==> src/rtl/mem_bridge_pkg.sv <==
// ----------------------------------------------------------------------------
// mem_bridge_pkg
// Shared definitions for the memory bridge: default widths, the FSM state
// encoding and a helper that sizes the REQ-phase timeout counter.
// Optional feature macro used by the bridge: MEM_BRIDGE_TIMEOUT_EN.
// ----------------------------------------------------------------------------
package mem_bridge_pkg;

    localparam int unsigned ADDR_W_DEF  = 16;
    localparam int unsigned DATA_W_DEF  = 16;
    localparam int unsigned TIMEOUT_DEF = 255;

    // Transaction state; the encodings are shared with the board-level memory model
    typedef enum logic [1:0] {
        ST_IDLE = 2'd0,
        ST_REQ  = 2'd1,
        ST_DONE = 2'd2
    } state_e;

    // Counter width able to hold 0..timeout
    function automatic int unsigned timer_width(input int unsigned timeout);
        return $clog2(timeout + 1);
    endfunction

endpackage

==> src/rtl/mem_bridge_if.sv <==
// ----------------------------------------------------------------------------
// mem_bridge_if
// External req/ack memory port.
//   ext_req   : request, held until ack
//   ext_we    : write enable, valid with ext_req
//   ext_addr  : access address
//   ext_wdata : write data
//   ext_rdata : read data, valid in the ack cycle
//   ext_ack   : single-cycle completion pulse
// Modports: master (bridge side), slave (memory side).
// ----------------------------------------------------------------------------
interface mem_bridge_if
    import mem_bridge_pkg::*;
#(
    parameter int unsigned ADDR_W = ADDR_W_DEF,
    parameter int unsigned DATA_W = DATA_W_DEF
) ();

    logic              ext_req;
    logic              ext_we;
    logic [ADDR_W-1:0] ext_addr;
    logic [DATA_W-1:0] ext_wdata;
    logic [DATA_W-1:0] ext_rdata;
    logic              ext_ack;

    modport master (
        output ext_req,
        output ext_we,
        output ext_addr,
        output ext_wdata,
        input  ext_rdata,
        input  ext_ack
    );

    modport slave (
        input  ext_req,
        input  ext_we,
        input  ext_addr,
        input  ext_wdata,
        output ext_rdata,
        output ext_ack
    );

endinterface

==> src/rtl/mem_timeout_ctr.sv <==
// ----------------------------------------------------------------------------
// mem_timeout_ctr
// Counts cycles spent waiting for an external ack and flags expiry.
//   clk, rst   : clock, asynchronous active-high reset
//   i_clr      : synchronous clear (held while not waiting)
//   i_en       : count enable
//   o_expired  : count has reached TIMEOUT-1
// Only instantiated when MEM_BRIDGE_TIMEOUT_EN is defined.
// ----------------------------------------------------------------------------
module mem_timeout_ctr
    import mem_bridge_pkg::*;
#(
    parameter int unsigned TIMEOUT = TIMEOUT_DEF
) (
    input  logic clk,
    input  logic rst,
    input  logic i_clr,
    input  logic i_en,
    output logic o_expired
);

    localparam int unsigned       CNT_W = timer_width(TIMEOUT);
    localparam logic [CNT_W-1:0]  LAST  = CNT_W'(TIMEOUT - 1);

    logic [CNT_W-1:0] r_cnt;

    // Saturating wait counter; holds at LAST so expiry stays asserted
    always_ff @(posedge clk or posedge rst) begin
        if (rst) begin
            r_cnt <= '0;
        end else if (i_clr) begin
            r_cnt <= '0;
        end else if (i_en && (r_cnt != LAST)) begin
            r_cnt <= r_cnt + CNT_W'(1);
        end
    end

    assign o_expired = (r_cnt == LAST);

endmodule

==> src/rtl/mem_bridge.sv <==
// ----------------------------------------------------------------------------
// mem_bridge
// Turns the microcoded controller's memory strobes into one blocking req/ack
// transaction per access and stalls the controller until it completes.
//   clk, rst     : clock, asynchronous active-high reset
//   i_memen      : controller access request (level)
//   i_memwrite   : 1 = write, 0 = read
//   i_memsel     : access address
//   i_memout     : write data
//   o_memin      : read data back to the controller (registered)
//   o_stall      : hold the controller (combinational)
//   o_err        : sticky timeout flag
//   ext          : external memory port (mem_bridge_if.master)
// Optional feature: define MEM_BRIDGE_TIMEOUT_EN to abort a request that sees
// no ack within TIMEOUT cycles; otherwise REQ waits forever and o_err is 0.
// ----------------------------------------------------------------------------
module mem_bridge
    import mem_bridge_pkg::*;
#(
    parameter int unsigned ADDR_W  = ADDR_W_DEF,
    parameter int unsigned DATA_W  = DATA_W_DEF,
    parameter int unsigned TIMEOUT = TIMEOUT_DEF
) (
    input  logic              clk,
    input  logic              rst,
    input  logic              i_memen,
    input  logic              i_memwrite,
    input  logic [ADDR_W-1:0] i_memsel,
    input  logic [DATA_W-1:0] i_memout,
    output logic [DATA_W-1:0] o_memin,
    output logic              o_stall,
    output logic              o_err,
    mem_bridge_if.master      ext
);

    state_e            r_state;
    logic [DATA_W-1:0] r_memin;
    logic              r_ext_req;
    logic              r_ext_we;
    logic [ADDR_W-1:0] r_ext_addr;
    logic [DATA_W-1:0] r_ext_wdata;

`ifdef MEM_BRIDGE_TIMEOUT_EN
    logic w_expired;
    logic r_err;

    // Timer is held clear outside REQ, so it starts from zero on every entry
    mem_timeout_ctr #(
        .TIMEOUT (TIMEOUT)
    ) u_timeout (
        .clk       (clk),
        .rst       (rst),
        .i_clr     (r_state != ST_REQ),
        .i_en      (r_state == ST_REQ),
        .o_expired (w_expired)
    );

    assign o_err = r_err;
`else
    logic w_unused_timeout;
    assign w_unused_timeout = ^32'(TIMEOUT);
    assign o_err            = 1'b0;
`endif

    // Transaction FSM with registered external-port and read-data outputs
    always_ff @(posedge clk or posedge rst) begin
        if (rst) begin
            r_state     <= ST_IDLE;
            r_memin     <= '0;
            r_ext_req   <= 1'b0;
            r_ext_we    <= 1'b0;
            r_ext_addr  <= '0;
            r_ext_wdata <= '0;
`ifdef MEM_BRIDGE_TIMEOUT_EN
            r_err       <= 1'b0;
`endif
        end else begin
            case (r_state)
                ST_IDLE: begin
                    if (i_memen) begin
                        r_ext_addr  <= i_memsel;
                        r_ext_wdata <= i_memout;
                        r_ext_we    <= i_memwrite;
                        r_ext_req   <= 1'b1;
                        r_state     <= ST_REQ;
                    end
                end
                ST_REQ: begin
                    // An ack in the expiry cycle still completes normally
                    if (ext.ext_ack) begin
                        if (!r_ext_we) begin
                            r_memin <= ext.ext_rdata;
                        end
                        r_ext_req <= 1'b0;
                        r_state   <= ST_DONE;
                    end
`ifdef MEM_BRIDGE_TIMEOUT_EN
                    else if (w_expired) begin
                        if (!r_ext_we) begin
                            r_memin <= '1;
                        end
                        r_err     <= 1'b1;
                        r_ext_req <= 1'b0;
                        r_state   <= ST_DONE;
                    end
`endif
                end
                ST_DONE: begin
                    // memen still high here belongs to the access just finished
                    r_state <= ST_IDLE;
                end
                default: begin
                    r_ext_req <= 1'b0;
                    r_state   <= ST_IDLE;
                end
            endcase
        end
    end

    // Stall releases in DONE so the controller advances exactly once per access
    assign o_stall = i_memen & (r_state != ST_DONE);

    assign o_memin       = r_memin;
    assign ext.ext_req   = r_ext_req;
    assign ext.ext_we    = r_ext_we;
    assign ext.ext_addr  = r_ext_addr;
    assign ext.ext_wdata = r_ext_wdata;

endmodule
==> src/flat_wrapper.sv <==
// flat-port wrapper written by rule: the top's interface ports become plain ports
module mem_bridge_flat import mem_bridge_pkg::*;
#(
    parameter int unsigned ADDR_W  = ADDR_W_DEF,
    parameter int unsigned DATA_W  = DATA_W_DEF,
    parameter int unsigned TIMEOUT = TIMEOUT_DEF
)
  (clk, rst, i_memen, i_memwrite, i_memsel, i_memout, o_memin, o_stall, o_err, ext_ext_req, ext_ext_we, ext_ext_addr, ext_ext_wdata, ext_ext_rdata, ext_ext_ack);
  mem_bridge_if #(.ADDR_W(ADDR_W), .DATA_W(DATA_W)) ext_i ();
  input  logic clk;
  input  logic rst;
  input  logic i_memen;
  input  logic i_memwrite;
  input  logic [ADDR_W-1:0] i_memsel;
  input  logic [DATA_W-1:0] i_memout;
  output logic [DATA_W-1:0] o_memin;
  output logic o_stall;
  output logic o_err;
  output wire logic [$bits(ext_i.ext_req)-1:0] ext_ext_req;
  output wire logic [$bits(ext_i.ext_we)-1:0] ext_ext_we;
  output wire logic [$bits(ext_i.ext_addr)-1:0] ext_ext_addr;
  output wire logic [$bits(ext_i.ext_wdata)-1:0] ext_ext_wdata;
  input wire logic [$bits(ext_i.ext_rdata)-1:0] ext_ext_rdata;
  input wire logic [$bits(ext_i.ext_ack)-1:0] ext_ext_ack;
  assign ext_ext_req = ext_i.ext_req;
  assign ext_ext_we = ext_i.ext_we;
  assign ext_ext_addr = ext_i.ext_addr;
  assign ext_ext_wdata = ext_i.ext_wdata;
  assign ext_i.ext_rdata = ext_ext_rdata;
  assign ext_i.ext_ack = ext_ext_ack;
  mem_bridge #(.ADDR_W(ADDR_W), .DATA_W(DATA_W), .TIMEOUT(TIMEOUT)) u_core (.clk(clk), .rst(rst), .i_memen(i_memen), .i_memwrite(i_memwrite), .i_memsel(i_memsel), .i_memout(i_memout), .o_memin(o_memin), .o_stall(o_stall), .o_err(o_err), .ext(ext_i));
endmodule
==> config.mk <==
export PLATFORM = sky130hd
export DESIGN_NAME = mem_bridge_flat
export DESIGN_NICKNAME = d
export VERILOG_FILES = /design/src/rtl/mem_bridge_pkg.sv /design/src/rtl/mem_bridge_if.sv /design/src/rtl/mem_timeout_ctr.sv /design/src/rtl/mem_bridge.sv /design/src/flat_wrapper.sv
export SDC_FILE = /design/constraint.sdc
export NUM_CORES = 1
export LEC_CHECK = 0
export BUFFER_PORTS_ARGS = -buffer_cell sky130_fd_sc_hd__buf_2
export CORE_ASPECT_RATIO = 1.1
export CORE_UTILIZATION = 40
export DETAILED_ROUTE_END_ITERATION = 8
export MAX_ROUTING_LAYER = met4
export PLACE_DENSITY = 0.7
export SETUP_SLACK_MARGIN = 0.02
export SYNTH_ARGS = -nofsm -noshare
export SYNTH_HDL_FRONTEND = slang
export SYNTH_SLANG_ARGS = --single-unit
==> constraint.sdc <==
create_clock -name clk -period 2.1 [get_ports clk]
set_clock_uncertainty 0.1 [all_clocks]
set_input_delay 0.42 -clock clk [delete_from_list [all_inputs] [get_ports clk]]
set_output_delay 0.42 -clock clk [all_outputs]
set_load 0.02 [all_outputs]
==> results.sh <==
export IMPL_io_buffers=103
export IMPL_worstHoldPathType="input pin to async pin"
export IMPL_core_um2=5130
export IMPL_finalSetupViolCount=0
export IMPL_gr_total_overflow=0
export IMPL_vias=1338
export IMPL_stdcell_count=299
export IMPL_clk_path_buf_depth=2
export IMPL_report_final_slew_viol_count=0
export IMPL_clk_pin_slew_worst_paths_ns=0.09
export IMPL_yosys_warnings=0
export IMPL_rsz0062_at_grt="false"
export IMPL_die_area_um2=5790
export IMPL_hold_viol=0
export IMPL_synth_edf_count=0
export IMPL_cts_root_buf="clkbuf_8"
export IMPL_max_slew_margin_pct=63.0
export IMPL_viasPerCell=4.47
export IMPL_avgSynthCellArea_um2=18.1
export IMPL_finalCriticalPeriod_ns=1.67
export IMPL_synth_seq_cells=52
export IMPL_die_y_um=79.7
export IMPL_worst_slew_pin_slew_ns=0.553
export IMPL_drt_initial_drc_count=34
export IMPL_synth_commonest_cells="52 x dfrtp_1, 40 x mux2_4, 9 x mux2_2"
export IMPL_fmaxAchievable_mhz=599
export IMPL_diodes=0
export IMPL_grt_max_degree=34
export IMPL_cp_start_kind="register"
export IMPL_htreeDepth=2
export IMPL_cts_setup_buffers=0
export IMPL_synthFlopType="dfrtp_1"
export IMPL_cap_violations=0
export IMPL_netlist_area_um2=2200
export IMPL_ys_types=16
export IMPL_clkLatencyLatePin_ns=0.29
export IMPL_power_density_nw_per_um2=1450
export IMPL_dr_pass1_iters=4
export IMPL_post_place_cells=293
export IMPL_wl_um=3820
export IMPL_cp_required_ns=1.58
export IMPL_met3_usage_pct=4.55
export IMPL_ant_nets=0
export IMPL_p_leak_nw=1.47
export IMPL_synthArstFlopShare_pct=100
export IMPL_drc=0
export IMPL_timing_setup_tns_ns=0
export IMPL_rows=27
export IMPL_arrival_ns=1.15
export IMPL_crit_fanout=6
export IMPL_drive_above_1_share_pct=73.1
export IMPL_ys_seq_area_share_pct=59.3
export IMPL_synth_area_leaders="dfrtp_1 59%, mux2_4 27%, mux2_2 4.6%, buf_12 3.6%, nor3_4 0.74%"
export IMPL_gp_congestion=0.718
export IMPL_die_w_um=72.6
export IMPL_area_delta_synth_final_pct=29.7
export IMPL_ctsHoldBuffers=0
export IMPL_final_period_utilization_pct=79.5
export IMPL_cts_sink_count=52
export IMPL_hpwl_um=2780
export IMPL_top_usage_layer="met2"
export IMPL_grt_first_pass_wirelength_um=6230
export IMPL_synth_top_cell_by_area="dfrtp_1"
export IMPL_cts_buffers=5
export IMPL_antenna_found_initial=0
export IMPL_post_cts_resized=0
export IMPL_cts_tree="done"
export IMPL_grt_util_met2_pct=21.8
export IMPL_synth_cells=121
export IMPL_floorplan_initialDensity_pct=42.8
export IMPL_timing_worst_setup_path_type="register to output pin"
export IMPL_grt_use_met1_pct=19.0
export IMPL_grt_usage_pct=14.7
export IMPL_yosys_cell_count_top_type="dfrtp_1"
export IMPL_synth_nets=174
export IMPL_netlist_area_leader_share_pct=59.3
export IMPL_worst_setup_path_end_kind="output pin"
export IMPL_status="completed"
export IMPL_ios=105
export IMPL_finish_instance_area_um2=2850
export IMPL_ir_drop_v=0.000530
export IMPL_routedWlPerCell_um=12.8
export IMPL_grt_pass1_vias=1339
export IMPL_placed_area_um2=2750
export IMPL_nets=281
==> critical path: stages (launching register included) <==
cell,delay [ns]
dfrtp_1,0.48
a21boi_0,0.18
buf_2,0.19
==> cells by family (layout without fill, tap and decap cells) <==
kind of cell           after synthesis  after routing  synth area share, %
DFF                                 52             52                 59.3
muxes                               49             49                 32.0
buffers and inverters                9            115                 5.01
and+or+nand+nor                      6              6                 2.39
AOI/OAI and AO/OA                    4              4                 1.20
other                                1              1                0.171
==> through the flow <==
step / power [mW] / util (%) / setup WS [ns] / hold WS (ns)
2_1_floorplan: 2.98 / - / 0.322 / 0.461
3_3_place_gp: 3.49 / 53.6 / 0.411 / 0.387
3_5_place_dp: 3.51 / 53.6 / 0.393 / 0.386
4_1_cts: 4.17 / 55.5 / 0.412 / 0.0827
5_1_grt: 4.37 / 55.5 / 0.348 / 0.0955
6_report: 4.12 / 55.5 / 0.431 / 0.0580
==> state kept, by name, indices dropped and copies added, names as in the netlist <==
signal / count
u_core.o_memin: 16
u_core.ext.ext_wdata: 16
u_core.ext.ext_addr: 16
u_core.ext.ext_we: 1
u_core.ext.ext_req: 1
u_core.r_state: 2
==> report_power, final <==
group | leakage (nW) | switching, mW | internal [mW] | total (mW)
combinational | 0.805 | 0.927 | 0.893 | 1.82
clock | 0.0501 | 0.301 | 0.342 | 0.644
sequential | 0.612 | 0.233 | 1.42 | 1.66
==> layout by cell type, fill, tap and decap left out <==
| cell | instances |
|---|---|
| inv_1 | 2 |
| a21boi_0 | 1 |
| nor3_4 | 1 |
| mux2_2 | 9 |
| buf_2 | 103 |
| conb_1 | 1 |
| nor2b_4 | 1 |
| a21oi_1 | 2 |
| clkbuf_8 | 5 |
| nor2b_2 | 1 |
| dfrtp_1 | 52 |
| buf_12 | 2 |
| nor2_1 | 2 |
| mux2_4 | 40 |
| nand2_2 | 1 |
| o2bb2ai_1 | 1 |
| inv_2 | 1 |
| bufinv_16 | 1 |
| buf_4 | 1 |
==> layout make-up <==
cell class	count	area, µm²
fill	453	2290
sequential	52	1300
multi-input combinational	60	785
timing repair buffer	106	563
tap	72	90.1
clock buffer	5	68.8
clock inverter	1	30.0
inverter	3	11.3
==> routing by layer <==
layer | share of wire (%) | wire length, µm
met2 | 46 | 1740
met5 | 0 | 0
met3 | 7.2 | 276
met4 | 1.6 | 63
met1 | 46 | 1740
==> worst paths after layout <==
| kind | slack [ns] | cells after the start | from | end |
|---|---|---|---|---|
| max in group asynchronous | 1.30 | 3 | rst | u_core.ext.ext_addr[10] |
| setup / recovery | 0.43 | 2 | u_core.r_state[1] | o_stall |
| setup reg to reg | 0.47 | 4 | u_core.r_state[0] | u_core.ext.ext_addr[2] |
| min in group clk | 0.25 | 2 | i_memout[7] | u_core.ext.ext_wdata[7] |
| hold reg to reg | 0.41 | 1 | u_core.o_memin[11] | u_core.o_memin[11] |
| hold / removal | 0.06 | 2 | rst | u_core.ext.ext_addr[3] |
Note: power is estimated with default switching activity, not from simulation.
